<file path="config.mk">
export PLATFORM = sky130hd
export DESIGN_NAME = viterbi_ctrl
export DESIGN_NICKNAME = d
export VERILOG_FILES = /design/src/rtl/viterbi_ctrl.sv
export SDC_FILE = /design/constraint.sdc
export NUM_CORES = 1
export LEC_CHECK = 0
export ABC_AREA = 1
export BUFFER_PORTS_ARGS = -buffer_cell sky130_fd_sc_hd__buf_2
export CAP_MARGIN = 25
export CORE_AREA = 2 2 58 60
export DETAILED_ROUTE_END_ITERATION = 8
export DIE_AREA = 0 0 60 62
export PLACE_DENSITY = 0.67
export SYNTH_ARGS = -nofsm -noshare
export SYNTH_HDL_FRONTEND = slang
export SYNTH_SLANG_ARGS = --single-unit
export TNS_END_PERCENT = 20
</file>
<file path="constraint.sdc">
create_clock -name clk -period 3.4 [get_ports clk]
set_input_delay 0.17 -clock clk [delete_from_list [all_inputs] [get_ports clk]]
set_output_delay 0.17 -clock clk [all_outputs]
set_load 0.1 [all_outputs]
</file>
<file path="src/rtl/viterbi_ctrl.sv">
`default_nettype none
// ============================================================================
//  Module   : viterbi_ctrl
//  Brief    : Block sequencer for a radix-4 Viterbi decoder. It walks one
//             block through ACS/survivor write, best-node select, traceback
//             and byte output.
//  Revision : 1.0 - initial release
// ============================================================================
module viterbi_ctrl #(
    parameter int STEPS      = 4,
    parameter int TB_TIMEOUT = 15
) (
    input  logic       clk,
    input  logic       rst,
    input  logic       i_in_valid,
    output logic       o_in_ready,
    output logic       o_acs_en,
    output logic       o_mem_wr,
    output logic [1:0] o_mem_addr,
    output logic       o_td_empty,
    output logic       o_sel_start,
    input  logic       i_sel_done,
    output logic       o_en_t,
    input  logic       i_decoder_done,
    input  logic [7:0] i_decoder_data,
    output logic       o_out_valid,
    output logic [7:0] o_out_data,
    input  logic       i_out_ready,
    output logic       o_busy,
    output logic       o_err
);

    typedef enum logic [2:0] {
        IDLE = 3'd0,
        ACS  = 3'd1,
        SEL  = 3'd2,
        TB   = 3'd3,
        OUT  = 3'd4
    } state_t;

    // The step index doubles as the 2-bit survivor address, so STEPS is 1..4.
    localparam int               c_cnt_w     = $clog2(TB_TIMEOUT + 1);
    localparam logic [1:0]       c_last_step = 2'(STEPS - 1);
    localparam logic [c_cnt_w-1:0] c_tb_last = c_cnt_w'(TB_TIMEOUT - 1);
    localparam logic [c_cnt_w-1:0] c_cnt_one = c_cnt_w'(1);

    state_t               r_state;
    logic [1:0]           r_step;
    logic [c_cnt_w-1:0]   r_tb_cnt;
    logic                 w_in_hs;

    assign w_in_hs = i_in_valid && o_in_ready;

    always_ff @(posedge clk or negedge rst) begin
        if (!rst) begin
            r_state     <= IDLE;
            r_step      <= 2'd0;
            r_tb_cnt    <= '0;
            o_in_ready  <= 1'b0;
            o_acs_en    <= 1'b0;
            o_mem_wr    <= 1'b0;
            o_mem_addr  <= 2'd0;
            o_td_empty  <= 1'b1;
            o_sel_start <= 1'b0;
            o_en_t      <= 1'b0;
            o_out_valid <= 1'b0;
            o_out_data  <= 8'h00;
            o_busy      <= 1'b0;
            o_err       <= 1'b0;
        end else begin
            o_acs_en    <= 1'b0;
            o_mem_wr    <= 1'b0;
            o_sel_start <= 1'b0;

            case (r_state)
                // IDLE always holds step 0, so both states share the intake path.
                IDLE, ACS: begin
                    o_in_ready <= 1'b1;
                    if (w_in_hs) begin
                        o_acs_en   <= 1'b1;
                        o_mem_wr   <= 1'b1;
                        o_mem_addr <= r_step;
                        o_td_empty <= 1'b0;
                        o_busy     <= 1'b1;
                        if (r_step == c_last_step) begin
                            r_step      <= 2'd0;
                            r_state     <= SEL;
                            o_in_ready  <= 1'b0;
                            o_sel_start <= 1'b1;
                        end else begin
                            r_step  <= r_step + 2'd1;
                            r_state <= ACS;
                        end
                    end else begin
                        o_td_empty <= (r_step == 2'd0);
                        o_busy     <= (r_state != IDLE);
                    end
                end

                SEL: begin
                    if (i_sel_done) begin
                        r_state  <= TB;
                        r_tb_cnt <= '0;
                        o_en_t   <= 1'b1;
                    end
                end

                // A done in the final allowed cycle still wins over the timeout.
                TB: begin
                    if (i_decoder_done) begin
                        o_out_data  <= i_decoder_data;
                        o_out_valid <= 1'b1;
                        o_en_t      <= 1'b0;
                        r_tb_cnt    <= '0;
                        r_state     <= OUT;
                    end else if (r_tb_cnt == c_tb_last) begin
                        o_err       <= 1'b1;
                        o_en_t      <= 1'b0;
                        r_tb_cnt    <= '0;
                        r_state     <= IDLE;
                        o_busy      <= 1'b0;
                        o_td_empty  <= 1'b1;
                        o_in_ready  <= 1'b1;
                    end else begin
                        r_tb_cnt <= r_tb_cnt + c_cnt_one;
                    end
                end

                OUT: begin
                    if (i_out_ready) begin
                        o_out_valid <= 1'b0;
                        r_state     <= IDLE;
                        o_busy      <= 1'b0;
                        o_td_empty  <= 1'b1;
                        o_in_ready  <= 1'b1;
                    end
                end

                default: begin
                    r_state    <= IDLE;
                    r_step     <= 2'd0;
                    r_tb_cnt   <= '0;
                    o_en_t     <= 1'b0;
                    o_busy     <= 1'b0;
                    o_td_empty <= 1'b1;
                end
            endcase
        end
    end

endmodule
`default_nettype wire

</file>
==> tab_implementation.tex, run 1 <==
\begin{tabular}{lr}
\hline
Metric & Value \\
\hline
\multicolumn{2}{l}{\textbf{Run status}} \\
Status & finished clean \\
\multicolumn{2}{l}{\textbf{Timing}} \\
Slew Limit Headroom & 0.605 \\
Clock tree skew after final layout & 0.00454 ns \\
Slack of the critical path & $\sim$1.9 ns \\
RSZ-0062 raised after global routing & false \\
Slew Viols, Final & 0 \\
Maximum clock frequency & slightly below 0.7 GHz \\
Final Critical Period & 1.47 ns \\
Fin crit share & 0.431 \\
Final hold violation count & 0 \\
Total negative setup slack & 0 ns \\
Final setup violation count & 0 \\
Least-Margin Pin Slew & approximately 0.59 ns \\
\multicolumn{2}{l}{\textbf{Detailed routing}} \\
1st-iter DRT viols & 35 \\
Vias per cell & $\sim$4.8 \\
Per-cell routed wire length & 11.1 um \\
Wire length after detailed routing & $\sim$2700 um \\
DRC violations left & 0 \\
Total iterations of the first detailed-routing run & 4 \\
Total via count in the routed design & 1166 \\
Detail Route Antenna Nets & 0 \\
\multicolumn{2}{l}{\textbf{Placed design}} \\
Total half-perimeter wirelength after legalization and detailed placement & 2050 um \\
Placer congestion estimate & between 0.7 and 0.8 \\
Post-placement cell area & 1540 um\^{}2 \\
Count of buffers from port buffering & 32 \\
Pre-CTS WS & 1.95 ns \\
\multicolumn{2}{l}{\textbf{Critical path}} \\
Largest fanout of any net on the critical path & 2 \\
Levels on crit path & 1 \\
Category of the critical setup timing path & register to output pin \\
Register-to-register path setup slack & around 1.9 ns \\
Startpoint class of the critical path & register \\
Critical path capture point type & output pin \\
Slowest stage delay, CP & 0.55 ns \\
Cell with the largest stage delay on the worst path & sky130\_fd\_sc\_hd\_\_dfstp\_2 \\
Required @ worst endpoint & 3.23 ns \\
Cells along the critical path & buf\_2 \\
Largest delay contributor family on the critical path & flip-flops \\
Critical Path AT & 1.30 ns \\
Number of buffers and inverters on the critical path & 1 \\
Reg2reg path depth & 8 \\
\multicolumn{2}{l}{\textbf{Clock tree}} \\
CTS tree & built \\
Number of clock buffers inserted by TritonCTS & 3 \\
H-tree depth reported by CTS & 1 \\
Register clock-pin slew on the reported worst setup and hold paths & 0.15 ns \\
Clock latency of the later-clocked register in the worst-skew pair & 0.33 ns \\
Post-cts gate resize count & 0 \\
Buffer cell driving the clock tree root & sky130\_fd\_sc\_hd\_\_clkbuf\_4 \\
Clock tree sinks & 27 \\
Longest Clk Path Bufs & 2 \\
\multicolumn{2}{l}{\textbf{Logic synthesis}} \\
Yosys top cell area share & 0.484 \\
Adder and majority gate portion of the synthesized area & 0.0372 \\
Post-synthesis instance total & 162 \\
Sequential cell area fraction in the yosys report & 0.503 \\
Register bit count reported by yosys & 27 \\
Simple logic cell fraction of the synthesized area & 0.318 \\
Synth Warn \# & 0 \\
Xor/xnor share of the synthesized area & 0.00651 \\
Main combinational cell family by area after synthesis & simple AND/OR/NAND/NOR gates \\
Netlist cell types & 23 \\
Main area contributors after synthesis & sky130\_fd\_sc\_hd\_\_dfrtp\_1, sky130\_fd\_sc\_hd\_\_nand2\_1, sky130\_fd\_sc\_hd\_\_nand3\_1, sky130\_fd\_sc\_hd\_\_inv\_1, sky130\_fd\_sc\_hd\_\_ha\_1 \\
Most area-hungry cell type in the Yosys netlist & sky130\_fd\_sc\_hd\_\_dfrtp\_1 \\
Mapped cell area & between 1000 and 1500 um\^{}2 \\
Multiplexer share of the synthesized area & 0 \\
Fraction of the mapped netlist area in compound gates & 0.0698 \\
Synth Area per Inst & 8.30 um\^{}2 \\
Nets in the synthesized netlist & 180 \\
\multicolumn{2}{l}{\textbf{Hold path}} \\
Tightest Hold Check Type & input pin to register \\
Hold path depth & 3 \\
\multicolumn{2}{l}{\textbf{Floorplan}} \\
Standard-cell rows & 21 \\
Starting utilization of the core area & 0.423 \\
Full die area & 3720 um\^{}2 \\
Core footprint & 3180 um\^{}2 \\
IO Pins & 33 \\
Height of the chip & 62 um \\
Die width & 60 um \\
\multicolumn{2}{l}{\textbf{Job}} \\
Max-cap viol count & 0 \\
\multicolumn{2}{l}{\textbf{Layout}} \\
Net total in the final layout & 215 \\
Area of combinational cells with multiple inputs & between 500 and 600 um\^{}2 \\
Share of final-layout standard cells stronger than drive strength 1 & 0.240 \\
P\&R area growth vs syn & 17.4\% \\
Highest-count cells in the layout ignoring fill and taps & sky130\_fd\_sc\_hd\_\_nand2\_1, sky130\_fd\_sc\_hd\_\_buf\_2, sky130\_fd\_sc\_hd\_\_dfrtp\_1 \\
Register area & 677 um\^{}2 \\
Count of fill cells added during filler insertion & around 320 \\
Diode count & 0 \\
Post-route core utilization & 0.497 \\
Most frequent standard cell in the layout excluding fill and tap cells & sky130\_fd\_sc\_hd\_\_nand2\_1 \\
Non-Filler Cell Area, Final & 1580 um\^{}2 \\
\multicolumn{2}{l}{\textbf{GRT}} \\
Grt total ovfl & 0 \\
Met2 Track Usage GR & 0.241 \\
Met3 capacity usage during global routing & 0.0207 \\
Pin count of the biggest net entering global routing & 28 \\
Number of antenna violations at the first check in global routing & 0 \\
Total track usage & 0.155 \\
First-pass GRT wire length & 4310 um \\
GR Layer Usage met1 & 0.215 \\
Layer with the highest usage & met2 \\
Vias in the first global route & 974 \\
\hline
\end{tabular}
[per-layer routing]
metal	vias up	share of wire	wire length, um
met1	561	0.47	1280
met2	12	0.49	1310
met3	5	0.021	56
met5	-	0	0
li1	588	-	-
met4	0	0.018	48
[synth_stat cells, drive strengths merged]
cell and instances:
xor2 1, dfrtp 26, and2 1, buf 3
ha 4, a21oi 1, o21ai 14, inv 17
nand2 54, nand3 21, nor2 13, o21bai 2
nand4 4, dfstp 1
[final cells by class]
| cell class | count | area share |
|---|---|---|
| flip-flops and latches | 27 | 0.429 |
| well taps | 46 | 0.0365 |
| multi-input cells | 115 | 0.368 |
| inverters | 17 | 0.0404 |
| clock inverters | 1 | 0.00475 |
| repair buffers | 33 | 0.108 |
| clock buffers | 3 | 0.0143 |
[per-stage QoR]
step,hold slack (ns),std cells
floorplan,-0.126,162
global placement,0.204,237
detailed placement,0.216,237
CTS,0.0496,242
global route,0.0578,242
finish,0.0647,242
[registers in the layout, indices dropped and copies added (netlist names)]
register and count:
o_out_data 8, r_tb_cnt 4, r_state 3, o_mem_addr 2, r_step 2, o_busy 1
o_en_t 1, o_err 1, o_in_ready 1, o_mem_wr 1, o_out_valid 1, o_sel_start 1
o_td_empty 1
[repair_timing]
item	4_1_cts	5_1_grt
hold endpoints to repair	26	0
hold buffers	1	0
setup buffers	0	0
[final timing paths]
path,end,from
min,o_out_data[0],i_decoder_data[0]
max reg2reg,o_in_ready,r_tb_cnt[0]
min in group asynchronous,o_mem_addr[1],rst
max,o_td_empty,o_td_empty
max in group asynchronous,o_out_data[0],rst
min reg2reg,o_err,o_err
[cells by family (layout without fill, tap and decap cells)]
kind of cell / after synthesis / in the layout
compound gates: 17 / 17
xor+xnor: 1 / 1
fa+ha+maj: 4 / 4
buf+inv: 20 / 54
flops: 27 / 27
simple gates: 93 / 93
Power of run 1 is left out: the tool's default activity adds up to more than one toggle a clock period on the data nets, which glitch-free logic cannot reach.
==> run 2: changes to the inputs <==
PLACE_DENSITY = 0.7   (was 0.67)
clock period = 1.3 ns   (was 3.4 ns; I/O delays follow)
==> run 2 against run 1 <==
Effect of this change: first-iteration DRC count rose by 74%; critical path depth rose by 5; sequential share of layout area fell by 6.1 points; clock skew rose by 0.0049 ns; global-route usage rose by 2.3 points; utilization rose by 9.0 points; wire length rose by 17%; count of clock-buffer cells in the layout did not move; cell count rose by 10%; critical path type is now register to register; critical endpoint is now r_state[0].
==> tab_implementation.tex, run 2 (synthesis gave the netlist of run 1 again) <==
\begin{tabular}{lr}
\hline
Metric & Value \\
\hline
\multicolumn{2}{l}{\textbf{Floorplan}} \\
Die width & 60 um (unchanged) \\
Starting utilization of the core area & 0.423 (unchanged) \\
Height of the chip & 62 um (unchanged) \\
Full die area & 3720 um\^{}2 (unchanged) \\
Core footprint & 3180 um\^{}2 (unchanged) \\
Standard-cell rows & 21 (unchanged) \\
IO Pins & 33 (unchanged) \\
\multicolumn{2}{l}{\textbf{Critical path}} \\
Critical Path AT & 1.49 ns (+0.19 ns) \\
Register-to-register path setup slack & 0.04 ns (-1.89 ns) \\
Required @ worst endpoint & 1.54 ns (-1.69 ns) \\
Critical path capture point type & register \\
Category of the critical setup timing path & register to register \\
Reg2reg path depth & 6 (-2) \\
Startpoint class of the critical path & register \\
Largest fanout of any net on the critical path & 5 (+3) \\
Worst flop-to-flop path startpoint & r\_state[2] \\
Endpoint of the worst register-to-register path & r\_state[0] \\
\multicolumn{2}{l}{\textbf{Detailed routing}} \\
Total via count in the routed design & 1253 (+7.5\%) \\
Vias per cell & 4.69 (-2.6\%) \\
Total iterations of the first detailed-routing run & 4 (unchanged) \\
1st-iter DRT viols & 61 (+74\%) \\
Detail Route Antenna Nets & 0 (unchanged) \\
Wire length after detailed routing & 3160 um (+17\%) \\
DRC violations left & 0 (unchanged) \\
Per-cell routed wire length & 11.8 um (+6.4\%) \\
\multicolumn{2}{l}{\textbf{Layout}} \\
Register ranked first by flip-flop count & o\_out\_data \\
Register area & 686 um\^{}2 (+1.3\%) \\
Count of fill cells added during filler insertion & 287 (-9.2\%) \\
Highest-count cells in the layout ignoring fill and taps & sky130\_fd\_sc\_hd\_\_nand2\_1, sky130\_fd\_sc\_hd\_\_buf\_2, sky130\_fd\_sc\_hd\_\_dfrtp\_1 \\
P\&R area growth vs syn & 38.6\% \\
Most frequent standard cell in the layout excluding fill and tap cells & sky130\_fd\_sc\_hd\_\_nand2\_1 \\
Post-route core utilization & 0.586 (+0.0897) \\
Diode count & 0 (unchanged) \\
Share of final-layout standard cells stronger than drive strength 1 & 0.348 (+0.109) \\
Net total in the final layout & 240 (+12\%) \\
Flip-flop count of the largest register after layout & 8 (unchanged) \\
Registers with the most flip-flops & o\_out\_data: 8 flops, r\_tb\_cnt: 4 flops, r\_state: 3 flops \\
Area of combinational cells with multiple inputs & 616 um\^{}2 (+6.0\%) \\
\multicolumn{2}{l}{\textbf{Clock tree}} \\
CTS tree & built \\
Number of clock buffers inserted by TritonCTS & 3 (unchanged) \\
H-tree depth reported by CTS & 1 (unchanged) \\
Buffer cell driving the clock tree root & sky130\_fd\_sc\_hd\_\_clkbuf\_4 \\
Longest Clk Path Bufs & 2 (unchanged) \\
Register clock-pin slew on the reported worst setup and hold paths & 0.15 ns (about the same) \\
Clock tree sinks & 27 (unchanged) \\
Clock latency of the later-clocked register in the worst-skew pair & 0.34 ns (about the same) \\
\multicolumn{2}{l}{\textbf{Hold path}} \\
Hold EP & o\_out\_valid \\
Hold path depth & 4 (+1) \\
HP Start & i\_out\_ready \\
Tightest Hold Check Type & input pin to register \\
\multicolumn{2}{l}{\textbf{Timing}} \\
Slew Limit Headroom & 0.668 (+0.0629) \\
Final setup violation count & 0 (unchanged) \\
Hold\_ws & 0.0162 ns (-0.0484 ns) \\
Least-Margin Pin Slew & 0.501 ns (-0.0909 ns) \\
Final hold violation count & 0 (unchanged) \\
RSZ-0062 raised after global routing & true \\
Slew Viols, Final & 0 (unchanged) \\
Fin crit share & 0.968 \\
Total negative setup slack & 0 ns (unchanged) \\
Maximum clock frequency & 0.795 GHz \\
Clock tree skew after final layout & 0.00943 ns (+0.00489 ns) \\
Final Critical Period & 1.26 ns \\
\multicolumn{2}{l}{\textbf{GRT}} \\
First-pass GRT wire length & 4860 um (+13\%) \\
Vias in the first global route & 1115 (+14\%) \\
Pin count of the biggest net entering global routing & 17 (-39\%) \\
Grt total ovfl & 0 (unchanged) \\
Total track usage & 0.178 (+0.0226) \\
Number of antenna violations at the first check in global routing & 0 (unchanged) \\
\multicolumn{2}{l}{\textbf{Placed design}} \\
Count of buffers from port buffering & 32 (unchanged) \\
Total half-perimeter wirelength after legalization and detailed placement & 2230 um (+8.8\%) \\
Placer congestion estimate & 0.885 (+14\%) \\
\multicolumn{2}{l}{\textbf{Run status}} \\
Status & finished clean \\
\multicolumn{2}{l}{\textbf{Job}} \\
Max-cap viol count & 0 (unchanged) \\
\hline
\end{tabular}
## run 2: changes by cell type in the layout (fill, tap and decap cells not counted), moves of 3 or more
cell	before	now
sky130_fd_sc_hd__buf_4	0	15
sky130_fd_sc_hd__dlygate4sd3_1	1	9
sky130_fd_sc_hd__dfrtp_1	26	21
sky130_fd_sc_hd__dfrtp_2	0	4
sky130_fd_sc_hd__nor2_1	11	8
sky130_fd_sc_hd__nor2_2	0	3
## run 2: worst max-delay path, stage by stage, from the launching register on
cell and delay [ns]:
sky130_fd_sc_hd__dfrtp_2 0.49, sky130_fd_sc_hd__inv_2 0.12, sky130_fd_sc_hd__nand3_1 0.17, sky130_fd_sc_hd__nor2_2 0.19
sky130_fd_sc_hd__nor2_2 0.06, sky130_fd_sc_hd__nand3_1 0.07, sky130_fd_sc_hd__nand2_1 0.05
## run 2: worst max-delay path by stage
stage	cells past startpoint	endpoint	startpoint
final	6	r_state[0]	r_state[2]
after global routing	8	r_state[0]	r_tb_cnt[0]
after CTS	1	o_in_ready	o_in_ready
after detailed placement	7	o_busy	r_tb_cnt[0]
after global placement	6	r_state[0]	r_state[2]
after floorplan	6	r_step[0]	o_in_ready
## run 2: timing repair
item	in CTS	in global routing
endpoints found under the setup margin	5	14
hold buffers	9	0
hold endpoints to repair	34	0
resized for setup	2	15
pin swaps	0	6
buffers inserted	0	5
## run 2: area by class of cell
| type | instances | share of cell area |
|---|---|---|
| clock inverters | 1 | 0.00403 |
| multi-input cells | 115 | 0.330 |
| well taps | 46 | 0.0309 |
| inverters | 17 | 0.0342 |
| flip-flops and latches | 27 | 0.368 |
| clock buffers | 3 | 0.0121 |
| repair buffers | 58 | 0.221 |
## run 2: metal layers
layer | share of wire | wire length (um) | track usage | up-vias
li1 | - | - | - | 638
met1 | 0.45 | 1440 | 0.245 | 590
met2 | 0.50 | 1580 | 0.270 | 20
met3 | 0.024 | 76 | 0.0228 | 5
met4 | 0.022 | 68 | 0.105 | 0
met5 | 0 | 0 | 0 | -
## run 2: metrics by stage
step                area [um^2]  cells  setup WS (ns)
global route               1860    267        -0.0423
global placement           1650    249        0.00760
floorplan                  1350    162         0.0112
finish                     1860    267         0.0419
CTS                        1780    262         0.0131
detailed placement         1650    249       -0.00313
Power of run 2 is left out for the same reason.
==> run 3: changes to the inputs <==
RECOVER_POWER = 50   (was default)
==> run 3 against run 2 <==
Effect of this change: clock skew is essentially flat; largest cell class unchanged; first-iteration DRC count down 1.6%; utilization decreased by 0.24 points; flip-flop and latch count unchanged; critical endpoint unchanged; critical path depth stayed put.
==> tab_implementation.tex, run 3 (synthesis gave the netlist of run 1 again) <==
\begin{tabular}{lr}
\hline
Metric & Value \\
\hline
\multicolumn{2}{l}{\textbf{Clock tree}} \\
Number of clock buffers inserted by TritonCTS & 3 (unchanged) \\
Clock latency of the later-clocked register in the worst-skew pair & 0.34 ns (about the same) \\
H-tree depth reported by CTS & 1 (unchanged) \\
Clock tree sinks & 27 (unchanged) \\
Buffer cell driving the clock tree root & sky130\_fd\_sc\_hd\_\_clkbuf\_4 \\
Register clock-pin slew on the reported worst setup and hold paths & 0.15 ns (about the same) \\
Longest Clk Path Bufs & 2 (unchanged) \\
CTS tree & built \\
\multicolumn{2}{l}{\textbf{Detailed routing}} \\
Vias per cell & 4.73 (+0.72\%) \\
Total iterations of the first detailed-routing run & 4 (unchanged) \\
DRC violations left & 0 (unchanged) \\
1st-iter DRT viols & 60 (-1.6\%) \\
Detail Route Antenna Nets & 0 (unchanged) \\
Per-cell routed wire length & 11.9 um (+0.32\%) \\
Wire length after detailed routing & 3170 um (+0.32\%) \\
Total via count in the routed design & 1262 (+0.72\%) \\
\multicolumn{2}{l}{\textbf{GRT}} \\
Pin count of the biggest net entering global routing & 17 (unchanged) \\
Grt total ovfl & 0 (unchanged) \\
Total track usage & 0.178 (unchanged) \\
First-pass GRT wire length & 4860 um (unchanged) \\
Number of antenna violations at the first check in global routing & 0 (unchanged) \\
Vias in the first global route & 1115 (unchanged) \\
\multicolumn{2}{l}{\textbf{Timing}} \\
Final hold violation count & 0 (unchanged) \\
Slack of the critical path & 0.0379 ns (-0.00405 ns) \\
Clock tree skew after final layout & 0.00934 ns (-0.0000900 ns) \\
Least-Margin Pin Slew & 0.700 ns (+0.199 ns) \\
Fin crit share & 0.971 (+0.00312) \\
Final Critical Period & 1.26 ns (+0.00405 ns) \\
Total negative setup slack & 0 ns (unchanged) \\
Final setup violation count & 0 (unchanged) \\
Slew Limit Headroom & 0.533 (-0.135) \\
Slew Viols, Final & 0 (unchanged) \\
RSZ-0062 raised after global routing & true \\
Maximum clock frequency & 0.792 GHz (-0.32\%) \\
\multicolumn{2}{l}{\textbf{Layout}} \\
Area of combinational cells with multiple inputs & 616 um\^{}2 (unchanged) \\
Post-route core utilization & 0.584 (-0.00236) \\
Register area & 686 um\^{}2 (unchanged) \\
Register ranked first by flip-flop count & o\_out\_data \\
Count of fill cells added during filler insertion & 290 (+1.0\%) \\
Registers with the most flip-flops & o\_out\_data: 8 flops, r\_tb\_cnt: 4 flops, r\_state: 3 flops \\
Flip-flop count of the largest register after layout & 8 (unchanged) \\
Most frequent standard cell in the layout excluding fill and tap cells & sky130\_fd\_sc\_hd\_\_nand2\_1 \\
Net total in the final layout & 240 (unchanged) \\
Highest-count cells in the layout ignoring fill and taps & sky130\_fd\_sc\_hd\_\_nand2\_1, sky130\_fd\_sc\_hd\_\_buf\_2, sky130\_fd\_sc\_hd\_\_dfrtp\_1 \\
Share of final-layout standard cells stronger than drive strength 1 & 0.339 (-0.00905) \\
Non-Filler Cell Area, Final & 1860 um\^{}2 (-0.40\%) \\
P\&R area growth vs syn & 38.0\% \\
Diode count & 0 (unchanged) \\
\multicolumn{2}{l}{\textbf{Critical path}} \\
Required @ worst endpoint & 1.54 ns (about the same) \\
Slowest stage delay, CP & 0.49 ns (about the same) \\
Critical Path AT & 1.50 ns (about the same) \\
Cells along the critical path & inv\_2, nand3\_1, nor2\_2, nor2\_2, nand3\_1, nand2\_1 \\
Largest delay contributor family on the critical path & simple AND/OR/NAND/NOR gates \\
Cell with the largest stage delay on the worst path & sky130\_fd\_sc\_hd\_\_dfrtp\_2 \\
Number of buffers and inverters on the critical path & 1 (unchanged) \\
Startpoint class of the critical path & register \\
Category of the critical setup timing path & register to register \\
Critical path capture point type & register \\
Largest fanout of any net on the critical path & 5 (unchanged) \\
\multicolumn{2}{l}{\textbf{Floorplan}} \\
IO Pins & 33 (unchanged) \\
Die width & 60 um (unchanged) \\
Starting utilization of the core area & 0.423 (unchanged) \\
Core footprint & 3180 um\^{}2 (unchanged) \\
Full die area & 3720 um\^{}2 (unchanged) \\
Standard-cell rows & 21 (unchanged) \\
Height of the chip & 62 um (unchanged) \\
\multicolumn{2}{l}{\textbf{Placed design}} \\
Count of buffers from port buffering & 32 (unchanged) \\
Placer congestion estimate & 0.885 (unchanged) \\
Pre-CTS WS & -0.00313 ns (unchanged) \\
Post-placement cell area & 1650 um\^{}2 (unchanged) \\
Total half-perimeter wirelength after legalization and detailed placement & 2230 um (unchanged) \\
\multicolumn{2}{l}{\textbf{Job}} \\
Max-cap viol count & 0 (unchanged) \\
\multicolumn{2}{l}{\textbf{Hold path}} \\
Tightest Hold Check Type & input pin to register \\
\multicolumn{2}{l}{\textbf{Run status}} \\
Status & finished clean \\
\hline
\end{tabular}
-- run 3: changes by cell type in the layout (fill, tap and decap cells not counted) --
cell and change:
sky130_fd_sc_hd__clkbuf_1 +2, sky130_fd_sc_hd__buf_4 -2, sky130_fd_sc_hd__buf_2 -1, sky130_fd_sc_hd__clkbuf_2 +1
-- run 3: worst reg2reg max path: stages, from the launching register on --
cell and delay [ns]:
sky130_fd_sc_hd__dfrtp_2 0.49, sky130_fd_sc_hd__inv_2 0.12, sky130_fd_sc_hd__nand3_1 0.17, sky130_fd_sc_hd__nor2_2 0.19
sky130_fd_sc_hd__nor2_2 0.06, sky130_fd_sc_hd__nand3_1 0.07, sky130_fd_sc_hd__nand2_1 0.05
-- run 3: metal layers --
layer | up-vias | share of wire | GRT usage
met1 | 595 | 0.45 | 0.245
met3 | 5 | 0.025 | 0.0228
met5 | - | 0 | 0
li1 | 639 | - | -
met4 | 0 | 0.021 | 0.105
met2 | 23 | 0.50 | 0.270
-- run 3: metrics by stage --
step / hold WS, ns / std cells
final: 0.0169 / 267
after global routing: 0.0234 / 267
after CTS: 0.00756 / 262
after detailed placement: -0.0328 / 249
after global placement: -0.0364 / 249
after floorplan: -0.231 / 162
-- run 3: what timing repair did --
action,4_1_cts,5_1_grt
endpoints found under the hold margin,34,0
pin swaps,0,6
gates resized for setup,2,15
hold buffers,9,0
setup buffers,0,5
endpoints found under the setup margin,5,14
-- run 3: area by class of cell --
cell class	instances	area share
sequential	27	0.369
multi-input combinational	115	0.332
timing repair buffer	58	0.218
inverter	17	0.0344
clock inverter	1	0.00404
clock buffer	3	0.0121
tap	46	0.0310
-- run 3: worst paths after layout --
path | cells after the start | start | slack, ns | endpoint
worst max-delay path | 6 | r_state[2] | 0.04 | r_state[0]
worst min-delay path | 4 | i_sel_done | 0.02 | r_state[1]
worst max register to register | 6 | r_state[2] | 0.04 | r_state[0]
worst min register to register | 2 | o_out_data[7] | 0.49 | o_out_data[7]
max in group asynchronous | 3 | rst | 0.32 | r_tb_cnt[1]
min in group asynchronous | 2 | rst | 0.26 | o_in_ready
Power of run 3 is left out for the same reason.
